File: src/rtl/responder_pkg.sv
// Shared types and helpers for the quiz-round arbiter.
package responder_pkg;

  localparam int         NUM_PLAYERS = 4;
  localparam logic [3:0] BCD_MAX     = 4'd9;

  typedef enum logic [1:0] {
    IDLE   = 2'd0,
    ARMED  = 2'd1,
    ANSWER = 2'd2,
    DONE   = 2'd3
  } state_t;

  // One BCD digit +1, sticking at 9.
  function automatic logic [3:0] bcd_inc_sat(input logic [3:0] d);
    return (d >= BCD_MAX) ? BCD_MAX : d + 4'd1;
  endfunction

  // Round-robin pick: first requester found searching upward from ptr.
  function automatic logic [NUM_PLAYERS-1:0] rr_pick(input logic [NUM_PLAYERS-1:0] req,
                                                     input logic [1:0] ptr);
    logic [NUM_PLAYERS-1:0] g;
    logic [1:0]             idx;
    logic                   found;
    g     = '0;
    found = 1'b0;
    for (int k = 0; k < NUM_PLAYERS; k++) begin
      idx = ptr + 2'(k);
      if (!found && req[idx]) begin
        g[idx] = 1'b1;
        found  = 1'b1;
      end
    end
    return g;
  endfunction

  // One-hot to player number 1..4, 0 when nobody.
  function automatic logic [3:0] onehot_num(input logic [NUM_PLAYERS-1:0] oh);
    logic [3:0] n;
    n = 4'd0;
    for (int k = 0; k < NUM_PLAYERS; k++)
      if (oh[k]) n = 4'(k + 1);
    return n;
  endfunction

endpackage

File: src/rtl/bcd_countdown.sv
// Two-digit BCD down counter for the answer window; holds at 00.
module bcd_countdown
  import responder_pkg::*;
(
  input  logic       clk,
  input  logic       rst,
  input  logic       clear,
  input  logic       load,
  input  logic [3:0] load_tens,
  input  logic [3:0] load_units,
  input  logic       tick,
  output logic [3:0] tens,
  output logic [3:0] units,
  output logic       zero
);

  assign zero = (tens == 4'd0) && (units == 4'd0);

  // Clear beats load beats tick; a tick at 00 leaves the value alone.
  always_ff @(posedge clk or posedge rst) begin
    if (rst) begin
      tens  <= 4'd0;
      units <= 4'd0;
    end else if (clear) begin
      tens  <= 4'd0;
      units <= 4'd0;
    end else if (load) begin
      tens  <= load_tens;
      units <= load_units;
    end else if (tick && !zero) begin
      if (units == 4'd0) begin
        units <= BCD_MAX;
        tens  <= tens - 4'd1;
      end else begin
        units <= units - 4'd1;
      end
    end
  end

endmodule

File: src/rtl/quiz_round_arbiter.sv
// Quiz-round buzzer arbiter: synchronizes keys/start, grants one player
// round-robin, times the answer window and keeps four BCD scores.
module quiz_round_arbiter
  import responder_pkg::*;
#(
  parameter int CLK_FREQ   = 50000000,
  parameter int ANSWER_SEC = 30
) (
  input  logic        CLK,
  input  logic        Rst,
  input  logic        Start,
  input  logic [3:0]  Key_In,
  input  logic        Judge_Ok,
  input  logic        Judge_Fail,
  output logic [3:0]  Grant,
  output logic [3:0]  Player_Number,
  output logic [3:0]  TimerH,
  output logic [3:0]  TimerL,
  output logic        Buzzer_Req,
  output logic [3:0]  Foul,
  output logic [15:0] Score_Out,
  output logic        Timeout
);

  localparam int         PW     = (CLK_FREQ > 1) ? $clog2(CLK_FREQ) : 1;
  localparam logic [3:0] TENS0  = 4'(ANSWER_SEC / 10);
  localparam logic [3:0] UNITS0 = 4'(ANSWER_SEC % 10);

  state_t state, state_n;

  logic [NUM_PLAYERS-1:0] key_s1, key_s2, key_s3;
  logic                   start_s1, start_s2;
  logic [NUM_PLAYERS-1:0] press;

  logic [NUM_PLAYERS-1:0]      grant, grant_n, foul, foul_n, mask, mask_n;
  logic [3:0]                  pn, pn_n;
  logic [1:0]                  ptr, ptr_n;
  logic [NUM_PLAYERS-1:0][3:0] score, score_n;
  logic                        timeout, timeout_n, buzz, buzz_n;
  logic                        go_idle, judge_ok, judge_fail;
  logic                        tmr_load, tmr_clear, tmr_zero, tmr_tick;
  logic [NUM_PLAYERS-1:0]      win;

  logic [PW-1:0] pre_cnt;
  logic          sec_tick;

  // Two sync flops plus one history flop; keys release to 1, Start to 0.
  always_ff @(posedge CLK or posedge Rst) begin
    if (Rst) begin
      key_s1   <= '1;
      key_s2   <= '1;
      key_s3   <= '1;
      start_s1 <= 1'b0;
      start_s2 <= 1'b0;
    end else begin
      key_s1   <= Key_In;
      key_s2   <= key_s1;
      key_s3   <= key_s2;
      start_s1 <= Start;
      start_s2 <= start_s1;
    end
  end

  // Active-low keys: a press is the synchronized 1->0 edge.
  assign press = key_s3 & ~key_s2;
  assign win   = rr_pick(press & ~foul & ~mask, ptr);

  assign sec_tick = (pre_cnt == PW'(CLK_FREQ - 1));
  // Only count down while staying in ANSWER so a judged or aborted round
  // freezes the display at the value it had.
  assign tmr_tick = sec_tick && (state == ANSWER) && (state_n == ANSWER);

  // 1 s prescaler, free-running only while the answer window is open.
  always_ff @(posedge CLK or posedge Rst) begin
    if (Rst)                                     pre_cnt <= '0;
    else if (state != ANSWER || state_n != ANSWER) pre_cnt <= '0;
    else if (sec_tick)                           pre_cnt <= '0;
    else                                         pre_cnt <= pre_cnt + PW'(1);
  end

  bcd_countdown u_timer (
    .clk        (CLK),
    .rst        (Rst),
    .clear      (tmr_clear),
    .load       (tmr_load),
    .load_tens  (TENS0),
    .load_units (UNITS0),
    .tick       (tmr_tick),
    .tens       (TimerH),
    .units      (TimerL),
    .zero       (tmr_zero)
  );

  // State register.
  always_ff @(posedge CLK or posedge Rst) begin
    if (Rst) state <= IDLE;
    else     state <= state_n;
  end

  // Next state plus next values of all round bookkeeping.
  always_comb begin
    state_n    = state;
    grant_n    = grant;
    pn_n       = pn;
    foul_n     = foul;
    mask_n     = mask;
    score_n    = score;
    timeout_n  = timeout;
    ptr_n      = ptr;
    buzz_n     = 1'b0;
    tmr_load   = 1'b0;
    tmr_clear  = 1'b0;
    go_idle    = 1'b0;
    judge_ok   = Judge_Ok;
    judge_fail = Judge_Fail & ~Judge_Ok;

    case (state)
      IDLE: begin
        foul_n = foul | press;
        if (start_s2) state_n = ARMED;
      end
      ARMED: begin
        if (!start_s2) go_idle = 1'b1;
        else if (|win) begin
          grant_n  = win;
          pn_n     = onehot_num(win);
          // Player number is index+1, so its low bits are the next index mod 4.
          ptr_n    = pn_n[1:0];
          buzz_n   = 1'b1;
          tmr_load = 1'b1;
          state_n  = ANSWER;
        end
      end
      ANSWER: begin
        if (!start_s2) go_idle = 1'b1;
        else if (judge_ok) begin
          for (int i = 0; i < NUM_PLAYERS; i++)
            if (grant[i]) score_n[i] = bcd_inc_sat(score[i]);
          state_n = DONE;
        end else if (judge_fail) begin
          mask_n  = mask | grant;
          grant_n = '0;
          pn_n    = 4'd0;
          state_n = (&(mask_n | foul)) ? DONE : ARMED;
        end else if (sec_tick && tmr_zero) begin
          timeout_n = 1'b1;
          buzz_n    = 1'b1;
          state_n   = DONE;
        end
      end
      DONE: begin
        if (!start_s2) go_idle = 1'b1;
      end
      default: go_idle = 1'b1;
    endcase

    if (go_idle) begin
      state_n   = IDLE;
      grant_n   = '0;
      pn_n      = 4'd0;
      mask_n    = '0;
      foul_n    = '0;
      timeout_n = 1'b0;
      tmr_clear = 1'b1;
    end
  end

  // Round bookkeeping registers; scores and pointer survive a return to IDLE.
  always_ff @(posedge CLK or posedge Rst) begin
    if (Rst) begin
      grant   <= '0;
      pn      <= 4'd0;
      foul    <= '0;
      mask    <= '0;
      score   <= '0;
      timeout <= 1'b0;
      ptr     <= 2'd0;
      buzz    <= 1'b0;
    end else begin
      grant   <= grant_n;
      pn      <= pn_n;
      foul    <= foul_n;
      mask    <= mask_n;
      score   <= score_n;
      timeout <= timeout_n;
      ptr     <= ptr_n;
      buzz    <= buzz_n;
    end
  end

  assign Grant         = grant;
  assign Player_Number = pn;
  assign Foul          = foul;
  assign Score_Out     = score;
  assign Timeout       = timeout;
  assign Buzzer_Req    = buzz;

endmodule

File: config.mk
export PLATFORM = sky130hd
export DESIGN_NAME = quiz_round_arbiter
export DESIGN_NICKNAME = d
export VERILOG_FILES = /design/src/rtl/responder_pkg.sv /design/src/rtl/bcd_countdown.sv /design/src/rtl/quiz_round_arbiter.sv
export SDC_FILE = /design/constraint.sdc
export NUM_CORES = 1
export LEC_CHECK = 0
export ABC_AREA = 1
export CORE_ASPECT_RATIO = 2
export CORE_MARGIN = 10
export CORE_UTILIZATION = 50
export CTS_CLUSTER_DIAMETER = 60
export DETAILED_ROUTE_END_ITERATION = 10
export HOLD_SLACK_MARGIN = 0.1
export PLACE_DENSITY = 0.71
export SKIP_CTS_REPAIR_TIMING = 1
export SKIP_LAST_GASP = 1
export SYNTH_ARGS = -nofsm -noshare
export SYNTH_HDL_FRONTEND = slang
export SYNTH_SLANG_ARGS = --single-unit
File: constraint.sdc
create_clock -name CLK -period 8.89 [get_ports CLK]
set_clock_uncertainty 0.15 [all_clocks]
set_input_delay 1.778 -clock CLK [delete_from_list [all_inputs] [get_ports CLK]]
set_output_delay 1.778 -clock CLK [all_outputs]
set_load 0.03 [all_outputs]
==> results of run 1 <==
==> critical path, cell delays in order <==
cell and delay [ns]:
clkdlybuf4s50_1 0.44, inv_1 0.11, nand2_1 0.09, a21oi_1 0.13, a41oi_1 0.13, nand2_1 0.09, a22oi_1 0.07, nand2_2 0.09
nand2_2 0.06, a21oi_2 0.18, nand3_2 0.12, nand2_4 0.14, nand2_2 0.09, nand2_1 0.07, nand2_1 0.05
==> power by group through the flow <==
stage / Clock [µW] / Sequential, µW / Combinational, µW
global placement: 0 / 513 / 616
global route: 435 / 515 / 702
floorplan: 0 / 583 / 358
detailed placement: 0 / 514 / 628
finish: 414 / 507 / 626
CTS: 421 / 507 / 632
==> per-stage QoR <==
stage                util  cell area (µm²)  setup WS (ns)  cells  total power [µW]
finish              0.605             5640           5.33    715              1550
global route        0.605             5640           5.10    715              1650
CTS                 0.605             5640           5.34    715              1560
detailed placement  0.570             5310           4.98    699              1140
global placement    0.570             5310           5.06    699              1130
floorplan               -             4750           4.82    553               941
==> layout make-up <==
type                    count  area share
multi-input cells         372       0.399
flip-flops and latches     84       0.375
repair buffers             47      0.0825
inverters                  92      0.0614
clock buffers               9      0.0399
well taps                 104      0.0231
clock inverters             7      0.0186
==> state kept, by name, summed over array words and instances (netlist names), 2 cells and up <==
signal	count
pre_cnt	26
Score_Out	16
Foul	4
key_s1	4
key_s2	4
key_s3	4
mask	4
u_timer.tens	4
u_timer.units	4
Grant	3
Player_Number	3
ptr	2
state	2
==> placed cells by master (no fill, tap or decap), types with 3 or more instances in the layout <==
master,n
o21ai_0,22
o41ai_1,4
clkbuf_16,9
nand2_2,10
o22ai_1,3
inv_1,88
nand3_1,49
nand4_1,5
o21ai_1,3
nand2_4,5
nor2_1,45
dfstp_2,12
nor4_1,3
inv_2,3
nand2_1,87
dfrtp_1,72
or2_2,3
clkdlybuf4s50_1,45
a31oi_1,5
a21oi_1,25
xor2_1,11
inv_6,3
nor2_2,20
nand3_2,7
nor3b_2,9
nor3_1,11
ha_1,28
==> how the worst min path moves through the flow <==
stage / cells after the start / end / startpoint / slack, ns
after floorplan: 0 / start_s2 / start_s1 / 0.18
after global placement: 0 / start_s2 / start_s1 / 0.19
after detailed placement: 0 / start_s2 / start_s1 / 0.19
after CTS: 0 / start_s2 / start_s1 / 0.20
after global routing: 0 / start_s2 / start_s1 / 0.20
final: 0 / start_s2 / start_s1 / 0.20
==> routing by layer <==
layer | share of wire | up-vias | GRT usage
li1 | - | 1887 | -
met1 | 0.35 | 1935 | 0.156
met2 | 0.58 | 64 | 0.311
met3 | 0.035 | 22 | 0.0304
met4 | 0.026 | 0 | 0.0782
met5 | 0 | - | 0
==> cell families after synthesis <==
| family | synth area share |
|---|---|
| flops | 0.446 |
| buf+inv | 0.0801 |
| xor+xnor | 0.0240 |
| simple gates | 0.291 |
| fa+ha+maj | 0.0738 |
| compound gates | 0.0846 |
| other cells | 0.000790 |
==> metrics.csv, run 1 <==
stage;metric;value;unit
worst_setup_path;worstSetupStartpointType;input port;
drt;first_iter_violations;264;
run_status;status;finished clean;
worst_setup_path;crit_arrival;3.64;ns
pwr;power_density;274;nW/µm²
worst_setup_path;worstSetupPathType;in -> reg;
yosys;synth.most_common_cell;inv_1;
grt;grt_use_total;0.162;
finish;fin_nets;643;
run;drv_cap;0;
yosys;ys_async_sr_fraction;1.00;
die;die_h;158;µm
finish;drive_gt1_frac;0.157;
timing;hold_viol_final;0;
timing;timing.hold.ws;0.201;ns
pwr;p_leak;0.00262;µW
clock_tree;clock_path_buffers;2;
clock_tree;numClockSinks;84;
clock_tree;clock_latency;0.34;ns
drt;drtAntennaViolNets;0;
worst_setup_path;r2r-end;u_timer.tens[3];
clock_tree;cts_root_buf;clkbuf_16;
clock_tree;cts_tree;yes;
worst_setup_path;reg2reg_depth;19;
grt;grt_pass1_wl;17.9;mm
timing;maxSlewViolCount;0;
pwr;internal-power;911;µW
yosys;synth_top_area_share;0.379;
clock_tree;clk_pin_slew;0.06;ns
drt;wl_per_cell;14.8;µm
timing;worst_pin_slew;1.05;ns
yosys;yosysTopAreaCell;dfrtp_1;
yosys;synth.avg_cell_area;8.59;µm²
timing;tns;0;ns
timing;fin_crit_sh;0.400;
yosys;synth_seq_area_share;0.446;
drt;vias_per_cell;5.47;
drt;post-route-drc-count;0;
pwr;switching_share;0.411;
die;ios;47;
pwr;ir_drop;0.143;mV
yosys;synthCells;553;
clock_tree;numCtsBuffers;9;
yosys;synthDistinctLibCells;42;
pwr;pwr-share-seq;0.328;
finish;antenna_cells;0;
min_path;hold_class;reg -> reg;
worst_setup_path;critPathCapture;u_timer.tens[3];
yosys;yosysWarnings;0;
grt;grt_pass1_vias;3946;
timing;finalSetupViolations;0;
yosys;synthesis.area;4750;µm²
die;coreArea;9320;µm²
grt;grt_max_degree;85;
yosys;synth_top_cells_by_area;dfrtp_1 38%, ha_1 7.4%, inv_1 7.0%;
timing;relSlewSlack;0.299;
die;initial_utilization;0.510;
drt;via_count;3908;
finish;multi_input_area;2250;µm²
yosys;synth_edf_count;0;
yosys;synth_top_cells_by_count;89 x inv_1, 87 x nand2_1, 72 x dfrtp_1;
grt;grt_remaining_overflow;0;
pwr;combPwrFrac;0.405;
worst_setup_path;required;8.98;ns
worst_setup_path;r2r_slack;5.73;ns
finish;fill_cells;808;
die;die_area;14000;µm²
placement;io_buffer_count;45;
yosys;synthFlopType;dfrtp_1;
pwr;p_switching;635;µW
clock_tree;htree_levels;3;
worst_setup_path;crit_start;Judge_Ok;
finish;area_growth;18.8;%
yosys;synth-seq-cells;84;
timing;post-route-min-period;3.56;ns
drt;dr.pass1.iters;6;
pwr;clockPowerShare;0.268;
grt;antenna_found_initial;0;
worst_setup_path;cp_max_fo;10;
placement;gp_congestion;0.875;
finish;seqCellArea;2120;µm²
drt;route.final.wire_length;10.6;mm
die;die_x;88.9;µm
timing;max_clock_freq;281;MHz
yosys;synthesis.nets;590;
worst_setup_path;end_kind;flip-flop;
die;rows;50;
worst_setup_path;r2r_start;ptr[0];
timing;rsz0062_at_grt;no;
placement;hpwlAfterDp;8.20;mm
No activity file was read; power rests on OpenSTA's default activity.
==> inputs of run 2 (changes only) <==
- PLACE_DENSITY: 0.71 -> 0.74
- clock period: 8.89 -> 3.1 ns (I/O delays scaled with it)
==> metrics.csv, run 2 (synthesis results as in run 1) <==
stage;metric;value;unit;change
die;rows;50;;unchanged
finish;antenna_cells;0;;unchanged
timing;post-route-min-period;2.89;ns;
min_path;hold_class;reg -> reg;;unchanged
timing;finalSetupViolations;0;;unchanged
drt;via_count;3925;;was 3908
placement;placed_area;5350;µm²;was 5310 µm²
pwr;power_density;778;nW/µm²;was 274 nW/µm²
clock_tree;clock_path_buffers;2;;unchanged
finish;fin_nets;653;;was 643
placement;gp_congestion;0.890;;was 0.875
timing;timing.hold.ws;0.203;ns;was 0.201 ns
timing;hold_viol_final;0;;unchanged
clock_tree;numClockSinks;84;;unchanged
die;die_h;158;µm;unchanged
die;initial_utilization;0.510;;unchanged
worst_setup_path;r2r_start;ptr[1];;was ptr[0]
finish;fill_cells;805;;was 808
worst_setup_path;cp_max_fo;8;;was 10
drt;dr.pass1.iters;4;;was 6
timing;max_clock_freq;346;MHz;
run;drv_cap;0;;unchanged
timing;fin_crit_sh;0.933;;
die;die_area;14000;µm²;unchanged
pwr;ir_drop;0.377;mV;was 0.143 mV
worst_setup_path;cp_cell_sequence;clkinvlp_4, ha_4, inv_1, nand2_1, nand2_4, nor2_8, nand3_1, nand3_1, nor2_2, nand2_2, nand3_4, nand2_2, nand2_2, a21oi_4, nand3_4, nand2_4, nand2_2, nand2_1, nand2_1;;was clkdlybuf4s50_1, inv_1, nand2_1, a21oi_1, a41oi_1, nand2_1, a22oi_1, nand2_2, nand2_2, a21oi_2, nand3_2, nand2_4, nand2_2, nand2_1, nand2_1
finish;fin_cells;725;;was 715
worst_setup_path;crit_arrival;2.99;ns;was 3.64 ns
worst_setup_path;worst-path-buf-inv;2;;unchanged
worst_setup_path;critPathTopFamily;simple AND/OR/NAND/NOR gates;;unchanged
worst_setup_path;crit_start;ptr[1];;was Judge_Ok
timing;tns;0;ns;unchanged
worst_setup_path;end_kind;flip-flop;;unchanged
clock_tree;cts_tree;yes;;unchanged
finish;drive_gt1_frac;0.182;;was 0.157
finish;area_growth;21.3;%;was 18.8%
finish;top_register;pre_cnt;;unchanged
worst_setup_path;required;3.19;ns;was 8.98 ns
drt;drtAntennaViolNets;0;;unchanged
worst_setup_path;slowest_stage;dfrtp_2;;was clkdlybuf4s50_1
drt;wl_per_cell;15.4;µm;was 14.8 µm
worst_setup_path;worstSetupPathType;reg -> reg;;was in -> reg
timing;maxSlewViolCount;0;;unchanged
clock_tree;clk_pin_slew;0.07;ns;was 0.06 ns
clock_tree;cts_root_buf;clkbuf_16;;unchanged
clock_tree;numCtsBuffers;9;;unchanged
drt;post-route-drc-count;0;;unchanged
finish;largest_register_ffs;26;;unchanged
die;ios;47;;unchanged
placement;dp.cells;703;;was 699
finish;mostFrequentLayoutCells;87 x inv_1, 86 x nand2_1, 71 x dfrtp_1, 49 x nand3_1, 45 x clkdlybuf4s50_1;;was 88 x inv_1, 87 x nand2_1, 72 x dfrtp_1, 49 x nand3_1
grt;antenna_found_initial;0;;unchanged
grt;grt_pass1_wl;18.3;mm;was 17.9 mm
timing;relSlewSlack;0.650;;was 0.299
die;coreArea;9320;µm²;unchanged
pwr;power;4480;µW;was 1550 µW
grt;grt_pass1_vias;4097;;was 3946
run_status;status;finished clean;;unchanged
finish;layout_commonest_cell;inv_1;;unchanged
placement;io_buffer_count;45;;unchanged
clock_tree;clock_latency;0.35;ns;was 0.34 ns
grt;grt_use_total;0.166;;was 0.162
timing;worst_pin_slew;0.520;ns;was 1.05 ns
clock_tree;htree_levels;3;;unchanged
grt;grt_max_degree;63;;was 85
worst_setup_path;worstSetupStartpointType;flip-flop;;was input port
min_path;min_from;start_s1;;unchanged
die;die_x;88.9;µm;unchanged
drt;first_iter_violations;175;;was 264
pwr;p_leak;0.00267;µW;was 0.00262 µW
drt;route.final.wire_length;11.1;mm;was 10.6 mm
worst_setup_path;cp_slowest_stage_delay;0.45;ns;was 0.44 ns
finish;fin_area;5760;µm²;was 5640 µm²
worst_setup_path;crit_top_cell;nand2_2;;was nand2_1
placement;hpwlAfterDp;8.53;mm;was 8.20 mm
grt;grt_remaining_overflow;0;;unchanged
drt;vias_per_cell;5.41;;was 5.47
==> run 2: stage by stage <==
step                      worst slack, ns   util
after CTS                          0.0883  0.607
final                               0.208  0.618
after global routing              -0.0456  0.618
after global placement              0.190  0.574
after detailed placement            0.119  0.574
after floorplan                     0.185      -
==> run 2: metal layers <==
layer	wire length, µm	vias up	GRT usage
met5	0	-	0
met4	412	0	0.0937
met3	362	30	0.0365
met2	6440	76	0.314
met1	3920	1911	0.154
li1	-	1908	-
==> run 2: path summary, 6_finish.rpt <==
kind,endpoint,slack (ns),cells after the start
min reg2reg,start_s2,0.20,0
max in group asynchronous,key_s1[0],1.70,3
max reg2reg,u_timer.tens[3],0.21,19
min in group asynchronous,Score_Out[1],0.41,2
max,u_timer.tens[3],0.21,19
min,start_s2,0.20,0
==> run 2: worst register-to-register path, stage by stage (launching register included) <==
cell and delay (ns):
dfrtp_2 0.45, clkinvlp_4 0.18, ha_4 0.31, inv_1 0.06, nand2_1 0.11, nand2_4 0.10, nor2_8 0.16, nand3_1 0.10
nand3_1 0.15, nor2_2 0.06, nand2_2 0.10, nand3_4 0.10, nand2_2 0.09, nand2_2 0.07, a21oi_4 0.16, nand3_4 0.12
nand2_4 0.13, nand2_2 0.08, nand2_1 0.06, nand2_1 0.05
==> run 2: layout make-up <==
type	count	area [µm²]	area share
clock inverters	7	78.8	0.0137
flip-flops and latches	84	2120	0.368
multi-input cells	373	2310	0.401
clock buffers	9	225	0.0391
well taps	104	130	0.0226
repair buffers	56	546	0.0947
inverters	92	350	0.0608
==> run 2: where the power goes <==
group          internal, µW  switching [µW]  leakage [µW]  total [µW]
logic                   686            1260       0.00145        1950
clock network           577             511      0.000151        1090
registers              1270             171       0.00107        1440
==> inputs of run 3 (changes only) <==
- REMOVE_ABC_BUFFERS: unset -> 1
==> metrics.csv, run 3 (synthesis results as in run 1) <==
stage;metric;value;unit;change
run_status;status;finished clean;;unchanged
worst_setup_path;worstSetupPathType;reg -> reg;;unchanged
finish;drive_gt1_frac;0.175;;was 0.182
die;coreArea;9320;µm²;unchanged
drt;route.final.wire_length;10.8;mm;was 11.1 mm
finish;mostFrequentLayoutCells;87 x inv_1, 87 x nand2_1, 71 x dfrtp_1, 49 x nand3_1, 45 x clkdlybuf4s50_1;;was 87 x inv_1, 86 x nand2_1, 71 x dfrtp_1, 49 x nand3_1, 45 x clkdlybuf4s50_1
grt;grt_max_degree;67;;was 63
grt;grt_pass1_wl;18.1;mm;was 18.3 mm
worst_setup_path;r2r-end;u_timer.tens[1];;was u_timer.tens[3]
timing;finalSetupViolations;0;;unchanged
die;rows;50;;unchanged
finish;largest_register_ffs;26;;unchanged
drt;first_iter_violations;146;;was 175
worst_setup_path;cp_slowest_stage_delay;0.43;ns;was 0.45 ns
pwr;power_density;784;nW/µm²;was 778 nW/µm²
placement;gp_congestion;0.836;;was 0.890
finish;top_register;pre_cnt;;unchanged
clock_tree;cts_root_buf;clkbuf_16;;unchanged
die;initial_utilization;0.510;;unchanged
finish;fin_nets;649;;was 653
placement;io_buffer_count;45;;unchanged
clock_tree;clock_path_buffers;2;;unchanged
worst_setup_path;crit_top_cell;nand2_2;;unchanged
pwr;p_leak;0.00265;µW;was 0.00267 µW
worst_setup_path;critPathCapture;u_timer.tens[1];;was u_timer.tens[3]
pwr;ir_drop;0.484;mV;was 0.377 mV
worst_setup_path;slowest_stage;dfrtp_2;;unchanged
drt;vias_per_cell;5.36;;was 5.41
clock_tree;clock_latency;0.35;ns;about the same
clock_tree;cts_tree;yes;;unchanged
timing;post-route-min-period;2.88;ns;was 2.89 ns
drt;dr.pass1.iters;4;;unchanged
finish;fill_cells;797;;was 805
clock_tree;htree_levels;3;;unchanged
grt;grt_use_total;0.164;;was 0.166
worst_setup_path;crit_arrival;2.97;ns;was 2.99 ns
finish;antenna_cells;0;;unchanged
die;ios;47;;unchanged
timing;worst_pin_slew;0.562;ns;was 0.520 ns
timing;max_clock_freq;347;MHz;was 346 MHz
grt;grt_remaining_overflow;0;;unchanged
worst_setup_path;crit_start;ptr[1];;unchanged
drt;drtAntennaViolNets;0;;unchanged
worst_setup_path;end_kind;flip-flop;;unchanged
die;die_area;14000;µm²;unchanged
grt;antenna_found_initial;0;;unchanged
grt;grt_pass1_vias;3915;;was 4097
min_path;min_from;key_s1[0];;was start_s1
worst_setup_path;worstSetupStartpointType;flip-flop;;unchanged
worst_setup_path;cp_max_fo;8;;unchanged
worst_setup_path;r2r_start;ptr[1];;unchanged
worst_setup_path;required;3.19;ns;about the same
worst_setup_path;r2r_slack;0.22;ns;was 0.21 ns
timing;relSlewSlack;0.622;;was 0.650
clock_tree;numCtsBuffers;9;;unchanged
worst_setup_path;cp_cell_sequence;inv_2, ha_1, inv_1, nand3_1, nand2_1, nor2_4, nand3_1, nand3_2, nor2_2, nand2_2, nand3_4, nand2_2, nand2_2, a21oi_4, nand3_2, nand2_4, nand2_2, nand2_1, nand2_1;;was clkinvlp_4, ha_4, inv_1, nand2_1, nand2_4, nor2_8, nand3_1, nand3_1, nor2_2, nand2_2, nand3_4, nand2_2, nand2_2, a21oi_4, nand3_4, nand2_4, nand2_2, nand2_1, nand2_1
drt;via_count;3867;;was 3925
die;die_h;158;µm;unchanged
timing;maxSlewViolCount;0;;unchanged
run;drv_cap;0;;unchanged
timing;fin_crit_sh;0.929;;was 0.933
drt;wl_per_cell;15.0;µm;was 15.4 µm
placement;hpwlAfterDp;8.23;mm;was 8.53 mm
clock_tree;clk_pin_slew;0.07;ns;about the same
die;die_x;88.9;µm;unchanged
drt;post-route-drc-count;0;;unchanged
timing;hold_viol_final;0;;unchanged
worst_setup_path;reg2reg_depth;19;;unchanged
clock_tree;numClockSinks;84;;unchanged
finish;area_growth;20.2;%;was 21.3%
finish;final_util;0.612;;was 0.618
min_path;hold_class;reg -> reg;;unchanged
pwr;power;4470;µW;was 4480 µW
## run 3: changes by cell type in the layout (fill, tap and decap cells not counted), sizes merged
cell      before  now
buf           11    7
inv           95   96
clkinv         3    1
clkbuf         9   10
bufinv         0    1
clkinvlp       1    0
## run 3: report_power, final
group	internal [µW]	leakage, µW	switching [µW]
Clock	664	0.000156	478
Sequential	1270	0.00107	166
Combinational	656	0.00143	1240
Total	2590	0.00265	1880
## run 3: worst min path at each step
stage | endpoint | slack [ns] | depth (start not counted)
global placement | key_s2[0] | 0.20 | 0
global route | key_s2[0] | 0.21 | 0
CTS | key_s2[0] | 0.20 | 0
finish | key_s2[0] | 0.20 | 0
floorplan | start_s2 | 0.18 | 0
detailed placement | key_s2[0] | 0.20 | 0
## run 3: final cells by class
cell class,count,area [µm²],area share
tap,104,130,0.0228
timing repair buffer,52,515,0.0903
clock buffer,10,239,0.0419
inverter,92,347,0.0607
sequential,84,2120,0.371
multi-input combinational,373,2280,0.400
clock inverter,6,76.3,0.0134
## run 3: critical path, delay by kind of cell, from the launching register on
family | cells | cell delay, ns
and+or+nand+nor | 15 | 1.56
adders and majority gates | 1 | 0.32
AOI/OAI and AO/OA | 1 | 0.14
DFF | 1 | 0.43
buffers and inverters | 2 | 0.15
## run 3: metrics by stage
step	worst slack, ns	area, µm²	cells	setup TNS [ns]	hold WS (ns)
6_report	0.221	5710	721	0	0.197
5_1_grt	-0.000677	5710	721	-0.00109	0.209
4_1_cts	0.0690	5660	718	0	0.203
3_5_place_dp	0.113	5350	702	0	0.197
3_3_place_gp	0.196	5350	702	0	0.195
2_1_floorplan	0.185	4710	548	0	0.181
## run 3: metal layers
layer,part of all wire,GRT usage,up-vias
li1,-,-,1907
met1,0.36,0.161,1860
met2,0.56,0.303,71
met3,0.031,0.0345,29
met4,0.040,0.0875,0
met5,0,0,-
